File: src/rtl/posit_pkg.sv
// Shared posit helpers: NaR pattern, signed ULP distance and default widths.
// Functions work on a 64-bit container; callers pass the live width n.
package posit_pkg;

  localparam int unsigned POSIT_MAX_W     = 64;
  localparam int unsigned POSIT_N_DEF     = 32;
  localparam int unsigned POSIT_LAT_DEF   = 12;
  localparam int unsigned POSIT_CNT_W_DEF = 32;

  typedef logic [POSIT_MAX_W-1:0] posit_word_t;
  typedef logic [POSIT_MAX_W:0]   posit_ext_t;

  localparam posit_ext_t POSIT_EXT_ONE = posit_ext_t'(1);

  // NaR is a lone sign bit: 1 followed by n-1 zeros.
  function automatic posit_word_t posit_nar(input int unsigned n);
    posit_word_t r;
    r        = '0;
    r[n-1]   = 1'b1;
    return r;
  endfunction

  function automatic logic posit_is_nar(input posit_word_t a, input int unsigned n);
    return a == posit_nar(n);
  endfunction

  // Posit order equals two's-complement order, so the distance is |a-b| taken
  // on the sign-extended words, one bit wider than n so it cannot overflow.
  function automatic posit_word_t posit_ulp_dist(input posit_word_t a,
                                                 input posit_word_t b,
                                                 input int unsigned n);
    posit_ext_t              lim, ua, ub, mag;
    logic signed [POSIT_MAX_W:0] sa, sb, d;
    posit_word_t             mask, ma, mb;
    int unsigned             sh;
    logic                    a_nar, b_nar;

    lim   = (POSIT_EXT_ONE << n) - POSIT_EXT_ONE;
    mask  = lim[POSIT_MAX_W-1:0];
    ma    = a & mask;
    mb    = b & mask;
    sh    = POSIT_MAX_W + 1 - n;
    ua    = {1'b0, ma};
    ub    = {1'b0, mb};
    sa    = $signed(ua << sh) >>> sh;
    sb    = $signed(ub << sh) >>> sh;
    d     = sa - sb;
    mag   = d[POSIT_MAX_W] ? posit_ext_t'(-d) : posit_ext_t'(d);
    if (mag > lim) mag = lim;
    a_nar = posit_is_nar(ma, n);
    b_nar = posit_is_nar(mb, n);
    if (a_nar && b_nar)      return '0;
    else if (a_nar || b_nar) return mask;
    else                     return mag[POSIT_MAX_W-1:0];
  endfunction

endpackage

File: src/rtl/posit_delay_line.sv
// LAT-deep {valid, data} shift register with async reset and synchronous flush.
// Used to align golden results (or operands) with a pipelined unit.
module posit_delay_line #(
  parameter int unsigned W     = 32,
  parameter int unsigned DEPTH = 12
) (
  input  logic         clk,
  input  logic         rst_n,
  input  logic         flush,
  input  logic         in_valid,
  input  logic [W-1:0] in_data,
  output logic         out_valid,
  output logic [W-1:0] out_data
);

  logic [DEPTH-1:0] vld;
  logic [W-1:0]     dat [DEPTH];

  // NOTE: the data array is reset as well as the valid bits so that no stale
  // golden value is ever observable after reset; this costs reset fan-out.
  always_ff @(posedge clk or negedge rst_n) begin
    if (!rst_n) begin
      vld <= '0;
      for (int i = 0; i < DEPTH; i++) dat[i] <= '0;
    end else begin
      if (flush) begin
        vld <= '0;
      end else begin
        vld[0] <= in_valid;
        for (int i = 1; i < DEPTH; i++) vld[i] <= vld[i-1];
      end
      dat[0] <= in_data;
      for (int i = 1; i < DEPTH; i++) dat[i] <= dat[i-1];
    end
  end

  assign out_valid = vld[DEPTH-1];
  assign out_data  = dat[DEPTH-1];

endmodule

File: src/rtl/posit_result_monitor.sv
// Compares a posit unit's results against latency-matched golden values and
// accumulates error statistics (ULP distance, max error, NaR and alignment faults).
module posit_result_monitor
  import posit_pkg::*;
#(
  parameter int unsigned N     = POSIT_N_DEF,
  parameter int unsigned LAT   = POSIT_LAT_DEF,
  parameter int unsigned CNT_W = POSIT_CNT_W_DEF,
  parameter int unsigned TOL   = 0
) (
  input  logic             clk,
  input  logic             rst_n,
  input  logic             clr,
  input  logic             exp_valid,
  input  logic [N-1:0]     exp_data,
  input  logic             dut_done,
  input  logic [N-1:0]     dut_out,
  output logic             err_valid,
  output logic [N-1:0]     err_diff,
  output logic             err_flag,
  output logic [CNT_W-1:0] sample_cnt,
  output logic [CNT_W-1:0] mismatch_cnt,
  output logic [N-1:0]     max_diff,
  output logic [CNT_W-1:0] max_idx,
  output logic             nar_mismatch,
  output logic             align_err
);

  localparam logic [N-1:0]     NAR     = N'(posit_nar(N));
  localparam logic [N-1:0]     TOL_V   = N'(TOL);
  localparam logic [CNT_W-1:0] CNT_MAX = '1;

  logic         head_valid;
  logic [N-1:0] head_data;
  logic         cmp;
  logic         misalign;
  logic [N-1:0] diff_c;
  logic         flag_c;
  logic         nar_one;

  posit_delay_line #(
    .W     (N),
    .DEPTH (LAT)
  ) u_delay (
    .clk       (clk),
    .rst_n     (rst_n),
    .flush     (clr),
    .in_valid  (exp_valid),
    .in_data   (exp_data),
    .out_valid (head_valid),
    .out_data  (head_data)
  );

  // NOTE: combinational logic uses blocking assignments with every output given
  // a value on every path, so no latch can be inferred.
  always_comb begin
    cmp      = head_valid && dut_done;
    misalign = head_valid ^ dut_done;
    diff_c   = N'(posit_ulp_dist(posit_word_t'(head_data), posit_word_t'(dut_out), N));
    flag_c   = diff_c > TOL_V;
    nar_one  = (head_data == NAR) ^ (dut_out == NAR);
  end

  // NOTE: all state updates use non-blocking assignments so every register
  // samples pre-edge values, e.g. max_idx captures the pre-increment sample_cnt.
  always_ff @(posedge clk or negedge rst_n) begin
    if (!rst_n) begin
      err_valid    <= 1'b0;
      err_diff     <= '0;
      err_flag     <= 1'b0;
      sample_cnt   <= '0;
      mismatch_cnt <= '0;
      max_diff     <= '0;
      max_idx      <= '0;
      nar_mismatch <= 1'b0;
      align_err    <= 1'b0;
    end else if (clr) begin
      err_valid    <= 1'b0;
      err_diff     <= '0;
      err_flag     <= 1'b0;
      sample_cnt   <= '0;
      mismatch_cnt <= '0;
      max_diff     <= '0;
      max_idx      <= '0;
      nar_mismatch <= 1'b0;
      align_err    <= 1'b0;
    end else begin
      err_valid <= cmp;
      if (cmp) begin
        err_diff <= diff_c;
        err_flag <= flag_c;
        if (sample_cnt != CNT_MAX) sample_cnt <= sample_cnt + 1'b1;
        if (flag_c && (mismatch_cnt != CNT_MAX)) mismatch_cnt <= mismatch_cnt + 1'b1;
        // Strictly greater: ties keep the earliest sample index.
        if (diff_c > max_diff) begin
          max_diff <= diff_c;
          max_idx  <= sample_cnt;
        end
        if (nar_one) nar_mismatch <= 1'b1;
      end
      if (misalign) align_err <= 1'b1;
    end
  end

endmodule
File: config.mk
export PLATFORM = sky130hd
export DESIGN_NAME = posit_result_monitor
export DESIGN_NICKNAME = d
export VERILOG_FILES = /design/src/rtl/posit_pkg.sv /design/src/rtl/posit_delay_line.sv /design/src/rtl/posit_result_monitor.sv
export SDC_FILE = /design/constraint.sdc
export NUM_CORES = 1
export LEC_CHECK = 0
export CELL_PAD_IN_SITES_DETAIL_PLACEMENT = 2
export CELL_PAD_IN_SITES_GLOBAL_PLACEMENT = 2
export CORE_MARGIN = 2
export CORE_UTILIZATION = 39
export CTS_CLUSTER_SIZE = 10
export DETAILED_ROUTE_END_ITERATION = 12
export GPL_TIMING_DRIVEN = 0
export PLACE_DENSITY_LB_ADDON = 0.25
export SLEW_MARGIN = 20
export SYNTH_ARGS = -nofsm -noshare
export SYNTH_HDL_FRONTEND = slang
export SYNTH_SLANG_ARGS = --single-unit
File: constraint.sdc
create_clock -name clk -period 7.53 [get_ports clk]
set_input_delay 1.1295 -clock clk [delete_from_list [all_inputs] [get_ports clk]]
set_output_delay 1.1295 -clock clk [all_outputs]
set_load 0.01 [all_outputs]
======== After elaboration in Yosys (flattened, before gate mapping) ========
Index checks and enable logic that the tools add are counted.
cells by class
  bitwise operators ....................... 2
  mux-type cells .......................... 27
  magnitude comparators ................... 3
  add/subtract/negate cells ............... 4
  reduce and logical (&&, ||, !) cells .... 14
  eq/ne operators ......................... 4
operators with widths
  kind                                                                    number
  32-bit two-way mux                                                      17
  65-bit by 32-bit > comparator with 1-bit output, second input constant  1
  65-bit two-way mux                                                      1
  33-bit negator with 65-bit output                                       1
  32-bit by 1-bit adder with 32-bit output, second input constant         2
  32-bit == test, second input constant                                   2
  32-bit inequality test, second input constant                           2
  32-bit by 32-bit subtractor with 33-bit output                          1
  32-bit by 1-bit > comparator with 1-bit output, second input constant   1
  32-bit > comparator                                                     1
  12-bit two-way mux                                                      1
  2-bit nonzero test                                                      6
  1-bit two-way mux                                                       8
  2-bit AND reduction                                                     4
  1-bit logical AND                                                       3
  1-bit bitwise XOR                                                       2
  1-bit logical OR                                                        1
word-level totals
  input port bits ......................... 69
  output and inout port bits .............. 164
  register bits after elaboration ......... 560
  logic and storage cells ................. 76

======== Depth between registers and ports, before layout ========
Gate-level depths: netlist of the first run.
  depth after elaboration ................. 12
  depth in mapped cells ................... 31
  mapped depth without buffers ............ 27

======== By module ========
A second synthesis of the first run with hierarchy kept.
unflattened totals
  cell total of the unflattened synthesis .. 1909
  area total of the unflattened synthesis .. 22811.9 um2
modules (own cells, without submodules)
  module                seq. area each (um2)  cells an instance  times used  area each (um2)
  posit_result_monitor  4103.9                1468               1           12535.8
  posit_delay_line      9909.5                441                1           10276.1

======== Least setup slack after synthesis of the first run ========
OpenSTA, ideal clock, no wires.
  path type ............................... input -> register
  from .................................... input dut_out[10]
  to ...................................... register max_idx[20]
  library setup time ...................... 0.132 ns
  cell stages on the path ................. 29
  path buffers ............................ 4
  arrival ................................. 6.768 ns
  required time ........................... 7.398 ns
  path slack .............................. 0.630 ns
  cells stage by stage .................... inv_1 > ha_1 > buf_2 > nand4_4 > or3_1 > and3_1 > a31oi_2 > xor2_1 > or4_4 > nor4b_4 > a41oi_2 > clkbuf_1 > a21oi_1 > ha_1 > a21o_1 > a21o_1 > a21o_1 > a21o_1 > a21oi_1 > o211ai_1 > o211ai_1 > nand2_1 > nor3b_1 > nor3b_1 > o41ai_2 > buf_4 > buf_6 > mux2i_1 > nor2_1
on the way
  longest elaborated chain between the ends .. 10
  elaborated cells on any way between the ends .. 13
  those cells by class .................... add/sub (2); order compare (2); eq/ne (1); mux (4); reduce/logical (4)
RTL lines
  item                                             line                        RTL
  from (decl)                                      posit_result_monitor.sv:17  input logic [N-1:0] dut_out,
  32-bit by 32-bit subtractor with 33-bit output   posit_pkg.sv:47             d = sa - sb;
  33-bit negator with 65-bit output                posit_pkg.sv:48             mag = d[POSIT_MAX_W] ? posit_ext_t'(-d) : posit_ext_t'(d);
  65-bit two-way mux                               posit_pkg.sv:48
  65-bit by 32-bit > comparator with 1-bit output  posit_pkg.sv:49             if (mag > lim) mag = lim;
  32-bit two-way mux                               posit_pkg.sv:49
  32-bit two-way mux                               posit_pkg.sv:53             else if (a_nar || b_nar) return mask;
  32-bit two-way mux (*)                           posit_pkg.sv:52             if (a_nar && b_nar) return '0;
  32-bit > comparator (*)                          posit_result_monitor.sv:95  if (diff_c > max_diff) begin
  2-bit nonzero test (no line) (*)                 --
  2-bit AND reduction (no line) (*)                --
  to (signal assigned)                             posit_result_monitor.sv:97  max_idx <= sample_cnt;
  to (decl)                                        posit_result_monitor.sv:24  output logic [CNT_W-1:0] max_idx,
Mark *: on every way between the ends. The rest lies on a longest branch, timed or not.
A chain may end at the register's enable or synchronous reset.

======== Worst setup path in the final report of the first run ========
  from .................................... input dut_out[11]
  to ...................................... register max_diff[23]
on the way
  longest elaborated chain between the ends .. 10
  elaborated cells on any way between the ends .. 16
  those cells by class .................... add/sub (2); order compare (2); eq/ne (1); mux (7); reduce/logical (4)
RTL lines
  item                                                                        line                        RTL
  32-bit by 32-bit subtractor with 33-bit output                              posit_pkg.sv:47
  33-bit negator with 65-bit output                                           posit_pkg.sv:48
  65-bit two-way mux                                                          posit_pkg.sv:48
  65-bit by 32-bit > comparator with 1-bit output                             posit_pkg.sv:49
  32-bit two-way mux                                                          posit_pkg.sv:49
  32-bit two-way mux                                                          posit_pkg.sv:53
  32-bit two-way mux (*)                                                      posit_pkg.sv:52
  32-bit > comparator / 32-bit two-way mux (equally long branches)            posit_result_monitor.sv:95
  2-bit nonzero test (no line) / 32-bit two-way mux (equally long branches)   --
  2-bit AND reduction (no line) / 32-bit two-way mux (equally long branches)  --
  to (signal assigned)                                                        posit_result_monitor.sv:96  max_diff <= diff_c;
  to (decl)                                                                   posit_result_monitor.sv:23  output logic [N-1:0] max_diff,
Mark *: on every way between the ends. The rest lies on a longest branch, timed or not. The select of a mux whose other input is x is not followed.

==> run metrics, run 1 <==
outcome=finished, final reports clean; Worst IR Drop VDD=between 0.15 and 0.2 mV; DIE AREA=60030 sq um; cell repeated most along the worst path=a21o_1; Clock transition at path regs=0.05 ns; Post-Synthesis Net Count=approximately 2000; n_diodes=0; Req. time, crit path=7.98 ns; Post-synth EDFFs=0; Final ANT Viol Nets=0; hold path startpoint=u_delay.dat[257]; hold buffers post-CTS=0; fraction of the mapped netlist area in simple logic gates=a little over an eighth; Synth Area in Adders=3.899%; core area=between 50000 and 60000 sq um; Final Setup Violations=0; final wirelength=73.67 mm; CP Class=in2reg; critical path's slowest cell=or4_4; PD cells=244.3 nW/um^2; Yosys top cell by area=dfrtp_1; largest family of logic cells by synthesized area=simple AND/OR/NAND/NOR gates; Worst Hold Depth=0; r2r setup slk=0.46 ns; Tightest Pin Transition=1.021 ns; hold endpoint=u_delay.dat[225]; reg2reg end=max_diff[23]; port bufs=231; Final Hold Viols=0; first-pass GRT wire length=approximately 110 mm; CP Launch Type=primary input; post-synth top area share=61.86%; synth-to-layout area growth=30.33%; Post-Syn Area=22650 sq um; CP Data Arrival Time=7.94 ns; largest net degree at the start of global routing=approximately 110; initial antenna violation count=1; layout cell share with drive strength beyond 1=approximately 14%; Avg Inst Size Synth=12.06 sq um; max-slew violations=0; Seq/Total Area, Yosys=between 60% and 70%; Starting Density=between 30% and 40%; CTS H-tree lvls=3; post-synthesis mux area share=about 6.0%; CTS Buffer Depth=3; via count=16350; DIE WIDTH=245.0 microns; Avg WL per Cell=24.36 microns; worst reg-to-reg path cell count=32; XOR/XNOR Fraction of Synth Area=3.281%; clk sink count=560; vias in the first global route=18265; I/O Pins=233; top post-synthesis cells by area=dfrtp_1 (62%), mux2i_1 (4.5%), ha_1 (3.8%); Skew-Pair Late Insertion Delay=0.61 ns; Finished Cell Area=29520 sq um; Compound-Gate Fraction of Synth Area=8.627%; YS warnings=0; WHS=0.3421 ns; # DRC=0; drt via density=5.407; Critical Path Start=dut_out[11]; Post-DP HPWL=approximately 48 mm; Die H=245.0 microns; Max FO, Critical Path=8; HP Class=reg2reg; DRT iter0 DRCs=between 900 and 1000; ys async rst share=100.0%; Synth Register Bits=between 500 and 600; CTS Buf Count=68; relative slew slack=31.30%; GPL Wtd Cong=0.8661; Critical R2R Launch=u_delay.out_data[0]; dpl cell area=26090 sq um; clock tree root buffer cell=clkbuf_16; Syn Inst Count=1878; Tmin final=7.489 ns; crit share post-route=99.45%; Top FF cell, synth=dfrtp_1; synth unique cells=93; skew final=0.02816 ns; CP peak stage delay=about 0.55 ns; P_leak=13.04 nW; Final nets=2382; Highest Clock Rate=133.5 MHz; Max-Cap Viols=0; All-Layer GR Usage=23.69%; total iterations of the first detailed-routing run=5; grt ovf=0; row count=88; CTS tree=built; critical path capture point type=flip-flop; total power=7.212 mW
[how the worst max path moves through the flow]
stage              endpoint  slack [ns]  cells past startpoint
6_report       max_diff[23]        0.04                     31
5_1_grt        max_diff[22]       -0.38                     33
4_1_cts        max_diff[24]       0.007                     33
3_5_place_dp   max_diff[10]       -1.84                     30
3_3_place_gp    max_diff[1]      -18.33                      1
2_1_floorplan   max_idx[20]        0.63                     29
[layout make-up]
cell class	count	area [sq um]
tap	765	957.2
clock buffer	76	1793
sequential	560	14010
buffer	74	556.8
multi-input combinational	1168	8652
fill	5485	28060
inverter	74	277.8
timing repair buffer	297	3075
clock inverter	10	198.9
[cells in the mapped netlist (all sizes together) (35+ instances only)]
cell type,number
nor2b,46
inv,74
nand2,85
clkbuf,43
nand3,38
a21oi,100
xnor2,51
o21ai,49
ha,69
dfrtp,560
nor3,36
mux2i,101
nor4,35
nor2,221
[state kept, by name, summed over array words and instances (netlist names)]
name and flops:
sample_cnt 32, err_diff 32, nar_mismatch 1, u_delay.dat 352
err_valid 1, u_delay.vld 12, mismatch_cnt 32, align_err 1
err_flag 1, max_idx 32, max_diff 32, u_delay.out_data 32
[cell usage in the layout, fill, tap and decap left out, types with 37 or more instances in the layout]
cell	count
nand2_1	78
clkbuf_1	37
nand3_1	37
nor2_1	214
inv_1	74
dfrtp_1	560
nor2b_1	45
xnor2_1	47
buf_4	53
ha_1	59
clkbuf_16	75
clkdlybuf4s50_1	222
mux2i_1	94
a21oi_1	75
[stage by stage]
stage | std cells | util (%) | TNS [ns] | worst slack (ns)
2_1_floorplan | 1878 | - | 0 | 0.6300
3_3_place_gp | 2874 | 45.02 | - | -18.33
3_5_place_dp | 2880 | 45.31 | -114.17 | -1.844
4_1_cts | 2984 | 49.40 | 0 | 0.007226
5_1_grt | 3024 | 51.27 | -21.33 | -0.3805
6_report | 3024 | 51.27 | 0 | 0.04141
[repair_timing]
item / in CTS / in global routing
resized for setup: 51 / 154
pin swaps: 10 / 36
buffers inserted: 17 / 35
endpoints found under the setup margin: 64 / 64
cloned: 1 / 7
[critical path, delay by kind of cell]
kind / cells / cell delay, ns
AOI/OAI and AO/OA: 16 / 3.21
buffers and inverters: 7 / 1.46
and+or+nand+nor: 5 / 1.39
adders and majority gates: 2 / 0.49
muxes: 1 / 0.22
[logic make-up after synthesis]
group | after synthesis
multiplexers | 131
flip-flops | 560
adder cells (fa/ha/maj) | 70
AO/OA/AOI/OAI | 283
XOR/XNOR | 84
buffers and inverters | 150
AND/OR/NAND/NOR | 600
[where the power goes]
group	switching [mW]	internal, mW
clock network	1.25	1.73
logic	0.674	0.394
registers	0.0440	3.12
[layer usage]
layer,track usage (%),wire [microns],up-vias,share of wire (%)
li1,-,-,7231,-
met2,43.07,39160,412,53
met5,0,13,-,0.018
met4,8.519,2899,2,3.9
met1,27.88,28830,8516,39
met3,4.363,2771,189,3.8
No activity file was read; power rests on OpenSTA's default activity.
==> run 2: changes to the inputs <==
--- a/config.mk
+++ b/config.mk
@@ -11,6 +11,7 @@
 export CORE_UTILIZATION = 39
 export CTS_CLUSTER_SIZE = 10
 export DETAILED_ROUTE_END_ITERATION = 12
+export GPL_ROUTABILITY_DRIVEN = 0
 export GPL_TIMING_DRIVEN = 0
 export PLACE_DENSITY_LB_ADDON = 0.25
 export SLEW_MARGIN = 20
==> results of run 2 <==
Same layout as run 1: the final DEF is identical, and so are final timing and power.
